**src/rtl/frame_buffer_loader_if.sv**
```systemverilog
// Pixel stream and ping-pong buffer write bus for the frame buffer loader.
// master: upstream source plus display-side status; slave: the loader itself.
interface frame_buffer_loader_if #(
   parameter int unsigned ADDR_W = 20
);
   // Upstream pixel stream
   logic [31:0]       PxData;
   logic              PxValid;
   logic              PxReady;

   // Display-side buffer status levels
   logic              Buf0Empty;
   logic              Buf1Empty;

   // Buffer write port
   logic [31:0]       WData;
   logic [ADDR_W-1:0] Addrw0;
   logic [ADDR_W-1:0] Addrw1;
   logic              WE0;
   logic              WE1;

   // Fill status
   logic              Buf0Full;
   logic              Buf1Full;
   logic [15:0]       FrameCount;

   modport master (
      output PxData, PxValid, Buf0Empty, Buf1Empty,
      input  PxReady, WData, Addrw0, Addrw1, WE0, WE1, Buf0Full, Buf1Full, FrameCount
   );

   modport slave (
      input  PxData, PxValid, Buf0Empty, Buf1Empty,
      output PxReady, WData, Addrw0, Addrw1, WE0, WE1, Buf0Full, Buf1Full, FrameCount
   );
endinterface

```
**src/rtl/frame_buffer_loader.sv**
```systemverilog
// Producer side of the ping-pong pixel buffers: accepts a valid/ready pixel stream and
// writes whole frames alternately into Buf0 and Buf1, starting a fill only when the
// display reports the selected buffer empty and has released it since its last fill.
module frame_buffer_loader #(
   parameter int unsigned ADDR_W        = 20,
   parameter int unsigned WORDS_PER_BUF = 307200
) (
   input logic                  clk,
   input logic                  reset,
   frame_buffer_loader_if.slave bus
);

   localparam logic [ADDR_W-1:0] LastIdx = ADDR_W'(WORDS_PER_BUF - 1);

   typedef enum logic [1:0] {
      StIdle  = 2'd0,
      StFill0 = 2'd1,
      StFill1 = 2'd2
   } state_e;

   state_e            state_q, state_d;
   logic              next_buf_q, next_buf_d;
   logic              armed0_q, armed0_d;
   logic              armed1_q, armed1_d;
   logic [ADDR_W-1:0] word_cnt_q, word_cnt_d;

   logic [31:0]       wdata_q, wdata_d;
   logic [ADDR_W-1:0] addrw0_q, addrw0_d;
   logic [ADDR_W-1:0] addrw1_q, addrw1_d;
   logic              we0_q, we0_d;
   logic              we1_q, we1_d;
   logic              full0_q, full0_d;
   logic              full1_q, full1_d;
   logic [15:0]       frame_cnt_q, frame_cnt_d;

   logic              px_ready;
   logic              xfer;
   logic              last_word;

   // Ready is a pure decode of the registered state: no path from PxValid.
   assign px_ready  = (state_q == StFill0) || (state_q == StFill1);
   assign xfer      = bus.PxValid & px_ready;
   assign last_word = (word_cnt_q == LastIdx);

   // Next-state and write-port logic
   always_comb begin
      state_d     = state_q;
      next_buf_d  = next_buf_q;
      // A low Empty means the display has taken the buffer; only then may it be refilled.
      armed0_d    = armed0_q | ~bus.Buf0Empty;
      armed1_d    = armed1_q | ~bus.Buf1Empty;
      word_cnt_d  = word_cnt_q;
      wdata_d     = wdata_q;
      addrw0_d    = addrw0_q;
      addrw1_d    = addrw1_q;
      we0_d       = 1'b0;
      we1_d       = 1'b0;
      full0_d     = 1'b0;
      full1_d     = 1'b0;
      frame_cnt_d = frame_cnt_q;

      case (state_q)
         StIdle: begin
            // Only the buffer next in turn is considered, even if the other is empty.
            if (!next_buf_q && bus.Buf0Empty && armed0_q) begin
               state_d = StFill0;
            end else if (next_buf_q && bus.Buf1Empty && armed1_q) begin
               state_d = StFill1;
            end
         end

         StFill0, StFill1: begin
            if (xfer) begin
               wdata_d = bus.PxData;
               if (state_q == StFill0) begin
                  addrw0_d = word_cnt_q;
                  we0_d    = 1'b1;
               end else begin
                  addrw1_d = word_cnt_q;
                  we1_d    = 1'b1;
               end

               if (last_word) begin
                  state_d     = StIdle;
                  word_cnt_d  = '0;
                  next_buf_d  = ~next_buf_q;
                  frame_cnt_d = frame_cnt_q + 16'd1;
                  // Disarm wins over a same-cycle re-arm so a stale Empty cannot refill.
                  if (state_q == StFill0) begin
                     armed0_d = 1'b0;
                     full0_d  = 1'b1;
                  end else begin
                     armed1_d = 1'b0;
                     full1_d  = 1'b1;
                  end
               end else begin
                  word_cnt_d = word_cnt_q + ADDR_W'(1);
               end
            end
         end

         default: begin
            state_d = StIdle;
         end
      endcase
   end

   // State and output registers with synchronous reset
   always_ff @(posedge clk) begin
      if (reset) begin
         state_q     <= StIdle;
         next_buf_q  <= 1'b0;
         armed0_q    <= 1'b1;
         armed1_q    <= 1'b1;
         word_cnt_q  <= '0;
         wdata_q     <= '0;
         addrw0_q    <= '0;
         addrw1_q    <= '0;
         we0_q       <= 1'b0;
         we1_q       <= 1'b0;
         full0_q     <= 1'b0;
         full1_q     <= 1'b0;
         frame_cnt_q <= '0;
      end else begin
         state_q     <= state_d;
         next_buf_q  <= next_buf_d;
         armed0_q    <= armed0_d;
         armed1_q    <= armed1_d;
         word_cnt_q  <= word_cnt_d;
         wdata_q     <= wdata_d;
         addrw0_q    <= addrw0_d;
         addrw1_q    <= addrw1_d;
         we0_q       <= we0_d;
         we1_q       <= we1_d;
         full0_q     <= full0_d;
         full1_q     <= full1_d;
         frame_cnt_q <= frame_cnt_d;
      end
   end

   assign bus.PxReady    = px_ready;
   assign bus.WData      = wdata_q;
   assign bus.Addrw0     = addrw0_q;
   assign bus.Addrw1     = addrw1_q;
   assign bus.WE0        = we0_q;
   assign bus.WE1        = we1_q;
   assign bus.Buf0Full   = full0_q;
   assign bus.Buf1Full   = full1_q;
   assign bus.FrameCount = frame_cnt_q;

endmodule
```
**src/flat_wrapper.sv**
```systemverilog
// flat-port wrapper written by rule: the top's interface ports become plain ports
module frame_buffer_loader_flat 
#(
   parameter int unsigned ADDR_W        = 20,
   parameter int unsigned WORDS_PER_BUF = 307200
)
  (clk, reset, bus_PxData, bus_PxValid, bus_Buf0Empty, bus_Buf1Empty, bus_PxReady, bus_WData, bus_Addrw0, bus_Addrw1, bus_WE0, bus_WE1, bus_Buf0Full, bus_Buf1Full, bus_FrameCount);
  frame_buffer_loader_if #(.ADDR_W(ADDR_W)) bus_i ();
  input logic clk;
  input logic reset;
  input wire logic [$bits(bus_i.PxData)-1:0] bus_PxData;
  input wire logic [$bits(bus_i.PxValid)-1:0] bus_PxValid;
  input wire logic [$bits(bus_i.Buf0Empty)-1:0] bus_Buf0Empty;
  input wire logic [$bits(bus_i.Buf1Empty)-1:0] bus_Buf1Empty;
  output wire logic [$bits(bus_i.PxReady)-1:0] bus_PxReady;
  output wire logic [$bits(bus_i.WData)-1:0] bus_WData;
  output wire logic [$bits(bus_i.Addrw0)-1:0] bus_Addrw0;
  output wire logic [$bits(bus_i.Addrw1)-1:0] bus_Addrw1;
  output wire logic [$bits(bus_i.WE0)-1:0] bus_WE0;
  output wire logic [$bits(bus_i.WE1)-1:0] bus_WE1;
  output wire logic [$bits(bus_i.Buf0Full)-1:0] bus_Buf0Full;
  output wire logic [$bits(bus_i.Buf1Full)-1:0] bus_Buf1Full;
  output wire logic [$bits(bus_i.FrameCount)-1:0] bus_FrameCount;
  assign bus_i.PxData = bus_PxData;
  assign bus_i.PxValid = bus_PxValid;
  assign bus_i.Buf0Empty = bus_Buf0Empty;
  assign bus_i.Buf1Empty = bus_Buf1Empty;
  assign bus_PxReady = bus_i.PxReady;
  assign bus_WData = bus_i.WData;
  assign bus_Addrw0 = bus_i.Addrw0;
  assign bus_Addrw1 = bus_i.Addrw1;
  assign bus_WE0 = bus_i.WE0;
  assign bus_WE1 = bus_i.WE1;
  assign bus_Buf0Full = bus_i.Buf0Full;
  assign bus_Buf1Full = bus_i.Buf1Full;
  assign bus_FrameCount = bus_i.FrameCount;
  frame_buffer_loader #(.ADDR_W(ADDR_W), .WORDS_PER_BUF(WORDS_PER_BUF)) u_core (.clk(clk), .reset(reset), .bus(bus_i));
endmodule
```
**config.mk**
```make
export PLATFORM = sky130hd
export DESIGN_NAME = frame_buffer_loader_flat
export DESIGN_NICKNAME = d
export VERILOG_FILES = /design/src/rtl/frame_buffer_loader_if.sv /design/src/rtl/frame_buffer_loader.sv /design/src/flat_wrapper.sv
export SDC_FILE = /design/constraint.sdc
export NUM_CORES = 1
export LEC_CHECK = 0
export CAP_MARGIN = 10
export CORE_ASPECT_RATIO = 1.2
export CORE_MARGIN = 5
export CORE_UTILIZATION = 43
export CTS_BUF_LIST = sky130_fd_sc_hd__clkbuf_16
export CTS_CLUSTER_DIAMETER = 100
export DETAILED_ROUTE_END_ITERATION = 10
export GPL_ROUTABILITY_DRIVEN = 0
export HOLD_SLACK_MARGIN = 0.03
export PLACE_DENSITY_LB_ADDON = 0.08
export SLEW_MARGIN = 20
export SYNTH_ARGS = -nofsm -noshare
export SYNTH_HDL_FRONTEND = slang
export SYNTH_SLANG_ARGS = --single-unit
export TNS_END_PERCENT = 100
```
**constraint.sdc**
```tcl
create_clock -name clk -period 2.08 [get_ports clk]
set_input_delay 0.416 -clock clk [delete_from_list [all_inputs] [get_ports clk]]
set_output_delay 0.416 -clock clk [all_outputs]
set_load 0.01 [all_outputs]
```
After elaboration in Yosys (flattened, before gate mapping)

Index checks and enable logic that the tools add are counted.

Bits in registers: 117
Input port bits: 37
Word-level logic and storage cells: 62

Add/subtract/negate cells: 2
Eq/ne operators: 6
Muxes and demuxes: 16
Bitwise operators: 10
Reduce and logical (&&, ||, !) cells: 15

Operator list:

| cell                    | number |
|---|---|
| $add A20 B1 Y20 const B | 1 |
| $eq A20 B19 Y1 const B  | 1 |
| $mux W20                | 1 |
| $add A16 B1 Y16 const B | 1 |
| $reduce_and A3 Y1       | 4 |
| $mux W1                 | 10 |
| $mux W2                 | 4 |
| $not A1 Y1              | 7 |
| $logic_and A1 B1 Y1     | 4 |
| $ne A2 B1 Y1 const B    | 2 |
| $pmux W2 S2             | 1 |
| $reduce_or A4 Y1        | 1 |
| $ne A3 B1 Y1 const B    | 1 |
| $reduce_or A3 Y1        | 1 |
| $eq A2 B1 Y1 const B    | 1 |
| $eq A2 B2 Y1 const B    | 1 |
| $logic_not A2 Y1        | 1 |
| $or A1 B1 Y1            | 2 |
| $reduce_and A2 Y1       | 1 |
| $reduce_or A2 Y1        | 1 |
| $and A1 B1 Y1           | 1 |
| $logic_not A1 Y1        | 1 |
| $logic_or A1 B1 Y1      | 1 |

Logic depth before layout (Yosys ltp)

Gate-level depths: netlist of run 1.

Depth after elaboration: 6
Gate-level depth with buffers: 9
Gate-level depth less buffers: 6

Least setup slack after synthesis of run 1

OpenSTA, ideal clock, no wires.

Path type: reg-to-reg
Start point: register u_core.state_q[0]
End point: register u_core.frame_cnt_q[13] (netlist: u_core.bus.FrameCount[13])
Setup time: 0.121 ns
Arrival: 2.180 ns
Data required time: 1.959 ns
Slack: -0.221 ns
Cell stages (with the launch flop): 8
Path buffers: 1
Clock period less this slack: 2.301 ns
Cell sequence: dfxtp_1 -> inv_1 -> ha_1 -> nand2_1 -> or4_1 -> clkbuf_1 -> nor4_1 -> mux2_2

Cells in the longest elaborated chain, start to end: 4

RTL lines:

| element                                             | RTL line                   | source |
|---|---|---|
| from (decl)                                         | frame_buffer_loader.sv:21  | `state_e state_q, state_d;` |
| from (signal assigned)                              | frame_buffer_loader.sv:111 | `state_q <= StIdle;` |
| from (signal assigned)                              | frame_buffer_loader.sv:125 | `state_q <= state_d;` |
| $eq A2 B1 Y1 / $eq A2 B2 Y1 (equally long branches) | frame_buffer_loader.sv:41  | `assign px_ready = (state_q == StFill0) \|\| (state_q == StFill1);` |
| $logic_or A1 B1 Y1 (*)                              | frame_buffer_loader.sv:41  |  |
| via bus_PxReady                                     | flat_wrapper.sv:15         | `output wire logic [$bits(bus_i.PxReady)-1:0] bus_PxReady;` |
| $and A1 B1 Y1 (*)                                   | frame_buffer_loader.sv:42  | `assign xfer = bus.PxValid & px_ready;` |
| $reduce_and A3 Y1 (no line) (*)                     | --                         |  |
| to (signal assigned)                                | frame_buffer_loader.sv:137 | `frame_cnt_q <= frame_cnt_d;` |
| to (decl)                                           | frame_buffer_loader.sv:34  | `logic [15:0] frame_cnt_q, frame_cnt_d;` |

Mark *: on every way through the listed nets, which the timed path passes. The rest lies on a longest branch.
A chain may end at the register's enable or synchronous reset.

Worst setup path after layout of run 1

Start point: register u_core.word_cnt_q[16]
End point: register u_core.state_q[0]

Cells in the longest elaborated chain, start to end: 3

RTL lines:

| element                     | RTL line                   | source |
|---|---|---|
| from (decl)                 | frame_buffer_loader.sv:25  | `logic [ADDR_W-1:0] word_cnt_q, word_cnt_d;` |
| from (signal assigned)      | frame_buffer_loader.sv:129 | `word_cnt_q <= word_cnt_d;` |
| $eq A20 B19 Y1              | frame_buffer_loader.sv:43  | `assign last_word = (word_cnt_q == LastIdx);` |
| $ne A2 B1 Y1 (no line)      | --                         |  |
| $reduce_and A3 Y1 (no line) | --                         |  |

No other way between the ends.

==> results of run 1 <==
## what timing repair did
item                       4_1_cts  5_1_grt
cloned                           0        2
pin swaps                        1       14
setup endpoints to repair        7       31
buffers inserted                 1        2
hold endpoints to repair         0        0
gates resized for setup          5       24
## final timing paths
| path | endpoint | slack [ps] | startpoint | depth (start not counted) |
|---|---|---|---|---|
| min | u_core.bus.Addrw1[4] | 450 | u_core.bus.Addrw1[4] | 2 |
| max | u_core.state_q[0] | 40 | u_core.word_cnt_q[16] | 5 |
| max reg2reg | u_core.state_q[0] | 40 | u_core.word_cnt_q[16] | 5 |
| min reg2reg | u_core.bus.Addrw1[4] | 450 | u_core.bus.Addrw1[4] | 2 |
## metrics by stage
step                cells  total power [W]  hold slack [ps]  setup TNS [ps]
detailed placement    847         0.003963            445.8           -5751
global route          884         0.007084            467.3          -228.8
global placement      847         0.003930            441.1           -5154
CTS                   880         0.006806            453.1               0
floorplan             583         0.003286            452.5          -38.52
finish                884         0.006745            449.1               0
## cells in the final DEF, fill, tap and decap left out, types with 4 or more instances in the layout
cell type	n
a21oi_1	90
nand3_1	14
and4_1	4
clkinv_2	4
mux2_2	6
inv_1	10
or4_4	7
o21ai_0	14
buf_4	48
nor2b_1	9
clkbuf_16	19
ha_1	4
o31ai_1	7
nand4_1	12
a21oi_2	4
nand2_1	159
nor2_1	18
nor3_1	12
or3_1	13
xnor2_1	6
dfxtp_1	114
clkdlybuf4s50_1	127
## power by group through the flow
| stage | Clock [W] | Combinational (W) | Sequential (W) |
|---|---|---|---|
| finish | 0.00284 | 0.00141 | 0.00250 |
| global route | 0.00301 | 0.00156 | 0.00252 |
| CTS | 0.00289 | 0.00142 | 0.00250 |
| detailed placement | 0 | 0.00142 | 0.00254 |
| global placement | 0 | 0.00140 | 0.00253 |
| floorplan | 0 | 0.000675 | 0.00261 |
## cells by family (layout without fill, tap and decap cells)
| logic type | after synthesis | after routing |
|---|---|---|
| compound gates | 124 | 124 |
| xor+xnor | 8 | 8 |
| fa+ha+maj | 5 | 5 |
| buf+inv | 51 | 223 |
| flops | 117 | 117 |
| mux | 7 | 7 |
| simple gates | 271 | 271 |
## metal layers
metal	share of wire (%)	wire, um
met1	41	5459
met2	51	6727
met3	6.9	918
met4	1.2	158
met5	0	0
## registers in the layout, summed over array words and instances, names as in the netlist
register and flops:
u_core.bus.Addrw1 20, u_core.armed1_q 1, u_core.bus.Addrw0 20, u_core.bus.WE1 1
u_core.bus.Buf1Full 1, u_core.bus.WE0 1, u_core.bus.Buf0Full 1, u_core.state_q 2
u_core.next_buf_q 1, u_core.armed0_q 1, u_core.word_cnt_q 20, u_core.bus.FrameCount 16
u_core.bus.WData 32
## cell type report
type                            instances  area, sq um  share of cell area, %
Timing Repair Buffer                  182         1753                  24.60
Clock buffer                           17        425.4                  5.969
Tap cell                              129        161.4                  2.265
Sequential cell                       117         2346                  32.92
Multi-Input combinational cell        415         2260                  31.71
Inverter                                9        33.78                 0.4740
Clock inverter                         15        147.6                  2.072
## cell usage after synthesis (all sizes together), types with 2 or more instances
| cell | number |
|---|---|
| o31ai | 7 |
| xnor2 | 6 |
| dfxtp | 117 |
| or3 | 14 |
| nand2 | 159 |
| nor2 | 18 |
| nor3 | 12 |
| nor4 | 2 |
| and3 | 4 |
| xor2 | 2 |
| o21bai | 2 |
| and2 | 2 |
| o21ai | 15 |
| nand4 | 12 |
| nand3 | 14 |
| buf | 12 |
| nor2b | 9 |
| a21oi | 94 |
| mux2 | 7 |
| or4 | 10 |
| inv | 9 |
| nor3b | 3 |
| and4 | 5 |
| clkbuf | 30 |
| ha | 5 |
## worst max-delay path: cells and delay by family (launching register included)
kind	cells	cell delay, ps
AOI/OAI and AO/OA	1	210
DFF	1	330
buffers and inverters	1	170
and+or+nand+nor	3	1210
==> flow_summary.ini, run 1 <==
[yosys]
synth_top_area_share_pct = 49.89
synth_compound_area_share_pct = 14.29
avgSynthCellArea_sq_um = 8.052
synth_fa_ha_area_share_pct = 1.333
synth_mux_area_share_pct = 1.679
ys_async_sr_fraction_pct = 0
yosys.area_share.simple_pct = 27.08
synth_xor_area_share_pct = 1.493
synth_area_sq_mm = 0.004695
synth.distinct_cells = 41
yosys_warnings = 0
syn_inst = 583
synth_seq_cells = 117
synth_top_family_by_area = simple AND/OR/NAND/NOR gates
synth_top_cells_by_area = dfxtp_1, nand2_1, a21oi_1
ys.flop_type = dfxtp_1
seq_area_frac_synth_pct = 49.89
synth_largest_area_cell = dfxtp_1
synth-edff-count = 0
synthesis.nets = 625

[power_and_ir_drop]
clkPwrFrac_pct = 42.0
seqPwrFrac_pct = 37.0
p_int_w = 0.004909
vdd_drop_max_uv = 666.2
p_per_area_mw_per_mm2 = 946.5
leakage_nw = 2.500
p_comb_share_pct = 20.9
switching_power_w = 0.001836
p_sw_share_pct = 27.22

[critical_path]
critPathSlowestCell = or4b_4
crit_fanout = 8
critical_path_arrival_ps = 2330
cp-end-kind = flop
path_class = flop to flop
critPathLaunchType = flop
critical_path.cell_chain = nor4b_4 > or4b_4 > buf_12 > or3_4 > a22o_1
critPathRequiredTime_ps = 2370
max_stage_delay_ps = 540

[floorplanning]
fp.dieW_um = 105.4
fp.coreArea_sq_mm = 0.01062
die_y_um = 124.5
start_util_pct = 44.21
num_rows = 41
io_pins = 130
die_area_sq_mm = 0.01312

[clock_network]
clk_latency_ps = 410
root_buffer = clkbuf_16
h-tree-depth = 4
cts_tree = yes
ctsLongestPathBuffers = 2
clk_pin_slew_ps = 50
ctsHoldBuffers = 0
cts_buffers = 17
cts_sinks = 117

[route]
drt_pass1_iterations = 4
drt-total-wl_um = 13260
vias_per_cell = 5.292
drt_iter0_drc = 137
ant_nets = 0
dr_total_vias = 4678
wire_per_inst_um = 15.00
drc_errors = 0

[timing]
post-route-period-util_pct = 98.10
min_period_ps = 2040
final_hold_viol_count = 0
tightest_slew_ps = 509.4
relSlewSlack_pct = 66.04
setup_violations = 0
setup_ws_ps = 39.54
skew_ps = 10.72
slew_viol_final = 0
rsz0062_at_grt = true
fmax_mhz = 490.1

[grt]
grtUsageMet2_pct = 33.41
track_usage_pct = 20.03
grt_pass1_vias = 4402
gr-total-overflow = 0
antenna_found_initial = 0
grt_pass1_wl_um = 21480
grtUsageMet1_pct = 22.80
grt-busiest-layer = met2
grt_max_degree = 50
grt_util_met3_pct = 8.502

[layout]
drive_above_1_share_pct = 14.97
nets = 784
fillers = 881
final_area_sq_mm = 0.007127
syn_to_final_growth_pct = 51.81
fin_util_pct = 67.11
antennaDiodeCount = 0

[run]
drv_cap = 0

[place]
dpl_worst_slack_ps = -396.9
dpl_cell_area_sq_mm = 0.006367
hpwl_um = 9111
port_buffers = 129

[min_path]
hold_path_class = flop to flop

[status]
status = finished, final reports clean
Power figures use the tool's default switching activity.
==> inputs of run 2 (changes only) <==
- CTS_BUF_LIST: sky130_fd_sc_hd__clkbuf_16 -> not set
==> run 2 against run 1 <==
Against the previous run: non-clock buffer count stayed put; wire length is 0.15% higher; worst hold slack is essentially flat; clock skew shrank 4.1 ps; critical path type unchanged; largest cell class unchanged; first-iteration DRC count up 2.9%; via count decreased by 0.68%; cell count unchanged; utilization grew 0.28 points; global-route usage barely moved; critical path depth did not move; sequential cell count unchanged; combinational power about the same.
==> flow_summary.ini, run 2 (same netlist as run 1, synthesis figures left out) <==
[status]
status = finished, final reports clean

[floorplanning]
start_util_pct = 44.21
fp.coreArea_sq_mm = 0.01062
num_rows = 41
die_y_um = 124.5
io_pins = 130
fp.dieW_um = 105.4
die_area_sq_mm = 0.01312

[timing]
fmax_mhz = 488.9
tightest_slew_ps = 508.0
min_period_ps = 2045
setup_violations = 0
final_hold_viol_count = 0
slew_viol_final = 0
rsz0062_at_grt = true
fin_setup_tns_ps = 0
relSlewSlack_pct = 66.13
skew_ps = 6.633
post-route-period-util_pct = 98.33

[route]
ant_nets = 0
drt-total-wl_um = 13280
drt_pass1_iterations = 4
drt_iter0_drc = 141
vias_per_cell = 5.256
wire_per_inst_um = 15.03
drc_errors = 0
dr_total_vias = 4646

[critical_path]
crit_fanout = 8
cp-end-kind = flop
critPathRequiredTime_ps = 2380
rrSetupSlack_ps = 30
path_class = flop to flop
max_stage_delay_ps = 540
critical_path_arrival_ps = 2340
critical_path.cell_chain = nor4b_4 > or4b_4 > buf_12 > or3_4 > a22o_1
critPathLaunchType = flop
critPathSlowestCell = or4b_4
reg2regPathDepth = 5

[layout]
syn_to_final_growth_pct = 52.45
largest_reg_flops = 32
layout.cells.non_filler = 884
final_common_cell = nand2_1
antennaDiodeCount = 0
drive_above_1_share_pct = 15.36
layout_common_cells = nand2_1, clkdlybuf4s50_1, dfxtp_1
nets = 784
final_area_sq_mm = 0.007157

[place]
port_buffers = 129
place_inst = 847
dpl_cell_area_sq_mm = 0.006367
hpwl_um = 9111

[clock_network]
cts_sinks = 117
cts_buffers = 17
root_buffer = clkbuf_16
clk_pin_slew_ps = 50
clk_latency_ps = 410
ctsLongestPathBuffers = 2
h-tree-depth = 4
cts_tree = yes

[power_and_ir_drop]
vdd_drop_max_uv = 686.6
leakage_nw = 2.505
p_total_w = 0.006885
p_per_area_mw_per_mm2 = 962.0

[min_path]
hold_path_class = flop to flop
hold_path_depth = 2

[grt]
antenna_found_initial = 0
grt_max_degree = 50
grt_pass1_vias = 4386
grt_pass1_wl_um = 21470
gr-total-overflow = 0
track_usage_pct = 19.98

[run]
drv_cap = 0
==> run 2: changes by cell type in the layout (fill, tap and decap cells not counted), sizes merged <==
cell,delta
clkbuf,+6
inv,-3
clkinv,-3
==> run 2: worst paths after layout <==
check,from,end
max,u_core.word_cnt_q[16],u_core.state_q[0]
min,u_core.bus.Addrw1[4],u_core.bus.Addrw1[4]
max reg2reg,u_core.word_cnt_q[16],u_core.state_q[0]
min reg2reg,u_core.bus.Addrw1[4],u_core.bus.Addrw1[4]
==> run 2: critical path: cells and delay by family (launching register included) <==
family	cells	cell delay, ps
AOI/OAI and AO/OA	1	210
and+or+nand+nor	3	1210
buffers and inverters	1	170
DFF	1	330
==> run 2: timing repair <==
action	4_1_cts	5_1_grt
pin swaps	1	14
gates cloned	0	2
hold buffers	0	0
setup endpoints to repair	7	31
gates resized for setup	5	24
setup buffers	1	2
==> run 2: power breakdown <==
part | switching [W] | internal, W
logic | 0.000763 | 0.000651
registers | 0.0000821 | 0.00242
clock network | 0.00100 | 0.00197
total | 0.00185 | 0.00504
==> run 2: cell type report <==
cell class                 instances  area (sq um)
fill                             881          3462
tap                              129         161.4
clock buffer                      23         478.0
multi-input combinational        415          2260
clock inverter                     9         125.1
inverter                           9         33.78
timing repair buffer             182          1753
sequential                       117          2346
==> run 2: metrics by stage <==
stage | hold WS, ps | utilization, % | setup slack, ps
2_1_floorplan | 452.5 | - | -34.51
3_3_place_gp | 441.1 | 59.96 | -385.9
3_5_place_dp | 445.8 | 59.96 | -396.9
4_1_cts | 453.1 | 65.87 | 6.214
5_1_grt | 467.3 | 67.40 | -33.83
6_report | 449.3 | 67.40 | 34.67
==> run 2: routing by layer <==
layer  GRT usage, %  wire [um]  up-vias  share of wire (%)
li1               -          -     2315                  -
met1          22.83       5438     2174                 41
met2          33.22       6640      134                 50
met3          8.502        976       23                7.3
met4          6.950        228        0                1.7
met5              0          0        -                  0
